==> src/rtl/pipe_stage_skid_reg.sv <==
// Elastic two-entry pipeline stage register (main + skid) with valid/ready
// handshakes on both sides, global freeze/flush, and an occupancy output.
module pipe_stage_skid_reg #(
  parameter int                DATA_W    = 64,
  parameter logic [DATA_W-1:0] FLUSH_VAL = {DATA_W{1'b0}}
) (
  input  logic              clk,
  input  logic              rst,
  input  logic              freeze,
  input  logic              flush,
  input  logic              in_valid,
  input  logic [DATA_W-1:0] in_data,
  output logic              in_ready,
  output logic              out_valid,
  output logic [DATA_W-1:0] out_data,
  input  logic              out_ready,
  output logic [1:0]        level
);

  // Occupancy doubles as the FSM state, so level is the exposed state.
  typedef enum logic [1:0] {
    EMPTY = 2'd0,
    ONE   = 2'd1,
    FULL  = 2'd2
  } state_t;

  state_t            state;
  logic              main_valid;
  logic              skid_valid;
  logic [DATA_W-1:0] main_data;
  logic [DATA_W-1:0] skid_data;
  logic              in_fire;
  logic              out_fire;

  // Handshake: a beat moves on an edge only when valid and ready are both high
  // in the cycle before it; valid never depends on ready (and vice versa), and
  // both ready/valid are built purely from registered state, freeze and rst.
  assign in_ready  = ~skid_valid & ~freeze & rst;
  assign out_valid = main_valid & ~freeze;
  assign in_fire   = in_valid & in_ready;
  assign out_fire  = out_valid & out_ready;
  assign out_data  = main_data;
  assign level     = state;

  always_ff @(posedge clk or negedge rst) begin
    if (!rst) begin
      state      <= EMPTY;
      main_valid <= 1'b0;
      skid_valid <= 1'b0;
      main_data  <= FLUSH_VAL;
      skid_data  <= FLUSH_VAL;
    end else if (flush) begin
      state      <= EMPTY;
      main_valid <= 1'b0;
      skid_valid <= 1'b0;
      main_data  <= FLUSH_VAL;
      skid_data  <= FLUSH_VAL;
    end else if (!freeze) begin
      case (state)
        EMPTY: begin
          if (in_fire) begin
            main_data  <= in_data;
            main_valid <= 1'b1;
            state      <= ONE;
          end
        end
        ONE: begin
          if (in_fire && out_fire) begin
            main_data <= in_data;
          end else if (in_fire) begin
            skid_data  <= in_data;
            skid_valid <= 1'b1;
            state      <= FULL;
          end else if (out_fire) begin
            // main_data is left stale; only the valid bit drops.
            main_valid <= 1'b0;
            state      <= EMPTY;
          end
        end
        FULL: begin
          if (out_fire) begin
            main_data  <= skid_data;
            skid_valid <= 1'b0;
            state      <= ONE;
          end
        end
        default: begin
          state      <= EMPTY;
          main_valid <= 1'b0;
          skid_valid <= 1'b0;
        end
      endcase
    end
  end

endmodule

==> config.mk <==
export PLATFORM = sky130hd
export DESIGN_NAME = pipe_stage_skid_reg
export DESIGN_NICKNAME = d
export VERILOG_FILES = /design/src/rtl/pipe_stage_skid_reg.sv
export SDC_FILE = /design/constraint.sdc
export NUM_CORES = 1
export LEC_CHECK = 0
export ABC_AREA = 1
export CORE_UTILIZATION = 45
export DETAILED_ROUTE_END_ITERATION = 8
export PLACE_DENSITY = 0.75
export SLEW_MARGIN = 40
export SYNTH_ARGS = -nofsm -noshare
export SYNTH_HDL_FRONTEND = slang
export SYNTH_SLANG_ARGS = --single-unit
export TNS_END_PERCENT = 1
==> constraint.sdc <==
create_clock -name clk -period 1.71 [get_ports clk]
set_clock_uncertainty 0.05 [all_clocks]
set_input_delay 0.4275 -clock clk [delete_from_list [all_inputs] [get_ports clk]]
set_output_delay 0.4275 -clock clk [all_outputs]
set_load 0.01 [all_outputs]
==> impl_metrics.py <==
metrics = {
    "cts": {
        "ctsHoldBuffers": 0,
        "clockBufferDepth": 2,
        "cts.sinks": 132,
        "clk_pin_slew_ps": 60,
        "clockRootBuffer": "clkbuf_16",
        "cts_buffers": 17,
        "cts_tree": "done",
        "h-tree-depth": 4,
        "clk-insertion-delay-late_ps": 420,
    },
    "grt": {
        "grt_antenna_before_repair": 0,
        "grt_pass1_wl_um": 29400,
        "grt_max_degree": 65,
        "overflow": 0,
        "grt_usage_pct": 26.3,
        "grt_pass1_vias": 5737,
    },
    "timing": {
        "timing.fmax_mhz": 531,
        "fin_crit_sh_pct": 110,
        "rsz0062_at_grt": "yes",
        "slew_viol_final": 0,
        "worstMarginPinSlew_ps": 608,
        "setup_viol": 66,
        "fin_crit_ps": 1880,
        "whs_ps": 19.9,
        "worst_slack_ps": -174,
        "finalHoldViolCount": 0,
        "relSlewSlack_pct": 59.5,
    },
    "die": {
        "dieArea_mm2": 0.0144,
        "floorplan.core_area_mm2": 0.0134,
        "die_h_um": 120,
        "fp-row-count": 42,
        "start_util_pct": 46.8,
        "pin_count": 138,
        "die_w_um": 120,
    },
    "logic_synthesis": {
        "synth_top_flop_cell": "dfrtp_1",
        "synth_top_area_share_pct": 52.6,
        "yosys.area_share.adder_pct": 0.798,
        "seq_area_frac_synth_pct": 52.6,
        "yosys.area_share.simple_pct": 32.0,
        "synth_top_family_by_area": "simple AND/OR/NAND/NOR gates",
        "netlist_area_mm2": 0.00627,
        "yosysTopAreaCell": "dfrtp_1",
        "synth_cells": 793,
        "synth-xor-area-share_pct": 0,
        "yosysUniqueCellTypes": 23,
        "synth-compound-area-share_pct": 8.81,
        "syn_nets": 867,
        "synth_edf_count": 0,
        "yosysWarnings": 0,
        "synth_seq_cells": 132,
        "synth_area_leaders": "dfrtp_1, nand2_1, nand4_1, nor2_1, a21oi_1",
        "async_flop_share_pct": 100,
        "syn_avg_cell_area_um2": 7.91,
        "synth.area.mux_share_pct": 0,
    },
    "worst_setup_path": {
        "crit_type": "reg -> reg",
        "endpoint_kind": "flop",
        "cp_cell_sequence": "buf_6 -> inv_4 -> ha_4 -> inv_2 -> nor2_4 -> buf_6 -> clkinvlp_4 -> buf_12 -> buf_12 -> a21oi_2 -> nand4_1 -> nand2_1",
        "crit_path_max_incr_delay_ps": 390,
        "worst-path-buf-inv": 7,
        "worstPathRequired_ps": 2020,
        "startpoint_type": "flop",
        "cp_top_family": "buffers and inverters",
        "cp.arrival_ps": 2190,
        "cp_slowest_cell": "dfrtp_1",
        "crit_fanout": 7,
    },
    "final_layout": {
        "final_cell_mix": "nand2_1, dfrtp_1, nor2_1",
        "utilization_pct": 68.6,
        "area_growth_syn_to_layout_pct": 46.5,
        "layout_commonest_cell": "nand2_1",
        "nFillCells": 1076,
        "diodes": 0,
        "nets": 1050,
        "final_cells": 1165,
        "drive_gt1_share_pct": 17.6,
    },
    "route": {
        "drc_errors": 0,
        "drt-pass1-iter-count": 5,
        "vias": 6331,
        "wl_um": 19600,
        "viasPerCell": 5.43,
        "postRouteAntennaNets": 0,
        "wl_per_cell_um": 16.8,
        "drt_iter0_markers": 717,
    },
    "power": {
        "peakVddDrop_v": 0.000814,
        "leakage_uw": 0.00489,
        "power_density_mw_per_mm2": 1450,
        "p_total_uw": 13300,
    },
    "worst_hold_path": {
        "min-delay-path-class": "in -> async",
    },
    "outcome": {
        "violations": "setup timing",
        "run_status": "finished, violations left",
    },
    "placement": {
        "place.gp.congestion": 0.824,
        "io_buffers": 137,
        "hpwl_um": 10800,
        "dp_cells": 1113,
    },
    "run": {
        "cap_viol_max_count": 0,
    },
}
[cell families (layout without fill, tap and decap cells)]
logic type | count (synthesis) | after routing
simple gates | 473 | 473
flops | 132 | 132
compound gates | 109 | 109
buf+inv | 75 | 271
fa+ha+maj | 4 | 4
[where the power goes]
group | internal [uW] | leakage, uW | switching (uW)
clock network | 2110 | 0.000274 | 1340
logic | 2440 | 0.00287 | 2830
registers | 4010 | 0.00174 | 568
total | 8560 | 0.00489 | 4740
[routing by layer]
metal | GRT usage [%] | share of wire [%] | vias to the layer above
li1 | - | - | 2986
met1 | 36.5 | 41 | 2994
met2 | 41.4 | 49 | 317
met3 | 5.37 | 8.8 | 34
met4 | 8.13 | 1.3 | 0
met5 | 0 | 0 | -
[layout make-up]
| type | count | area [um2] | area share, % |
|---|---|---|---|
| timing repair buffer | 226 | 2290 | 24.9 |
| inverter | 13 | 55.1 | 0.599 |
| clock buffer | 24 | 482 | 5.24 |
| clock inverter | 8 | 75.1 | 0.817 |
| tap | 176 | 220 | 2.40 |
| sequential | 132 | 3300 | 35.9 |
| multi-input combinational | 586 | 2770 | 30.1 |
[state kept, by name (all words and copies together), names as in the netlist]
name,flops
level,2
skid_data,64
main_valid,1
out_data,64
skid_valid,1
[synthesized netlist by cell type (3+ instances only)]
cell type,n
buf_6,6
o21ai_0,34
ha_1,4
nor2_1,97
o21ai_1,30
inv_1,9
dfrtp_1,132
a21oi_1,42
clkbuf_1,27
nand2_1,272
nand4_1,65
buf_2,25
inv_2,4
nand3_1,32
buf_1,3
[worst paths after layout]
check                                 to  cells past startpoint         start  slack, ps
min in group clk            out_data[54]                      2  out_data[54]        410
setup reg to reg            out_data[52]                     12      level[0]       -170
max in group asynchronous  skid_data[50]                      3           rst       1010
hold / removal                skid_valid                      2           rst         20
hold reg to reg             out_data[54]                      2  out_data[54]        410
setup / recovery            out_data[52]                     12      level[0]       -170
[stage by stage]
stage	instance area [um2]	setup slack, ps	TNS [ps]
after detailed placement	8210	-479	-55470
final	9190	-174	-7130
after global placement	8210	-452	-53670
after floorplan	6280	8.04	0
after global routing	9190	-238	-12850
after CTS	8830	-117	-5440
[timing repair]
action                                  CTS  global route
pin swaps                                 6             4
cloned                                    3             9
buffers inserted                          3             5
gates resized for setup                  83            47
endpoints found under the setup margin  162           107
(Power assumes the default switching activity.)
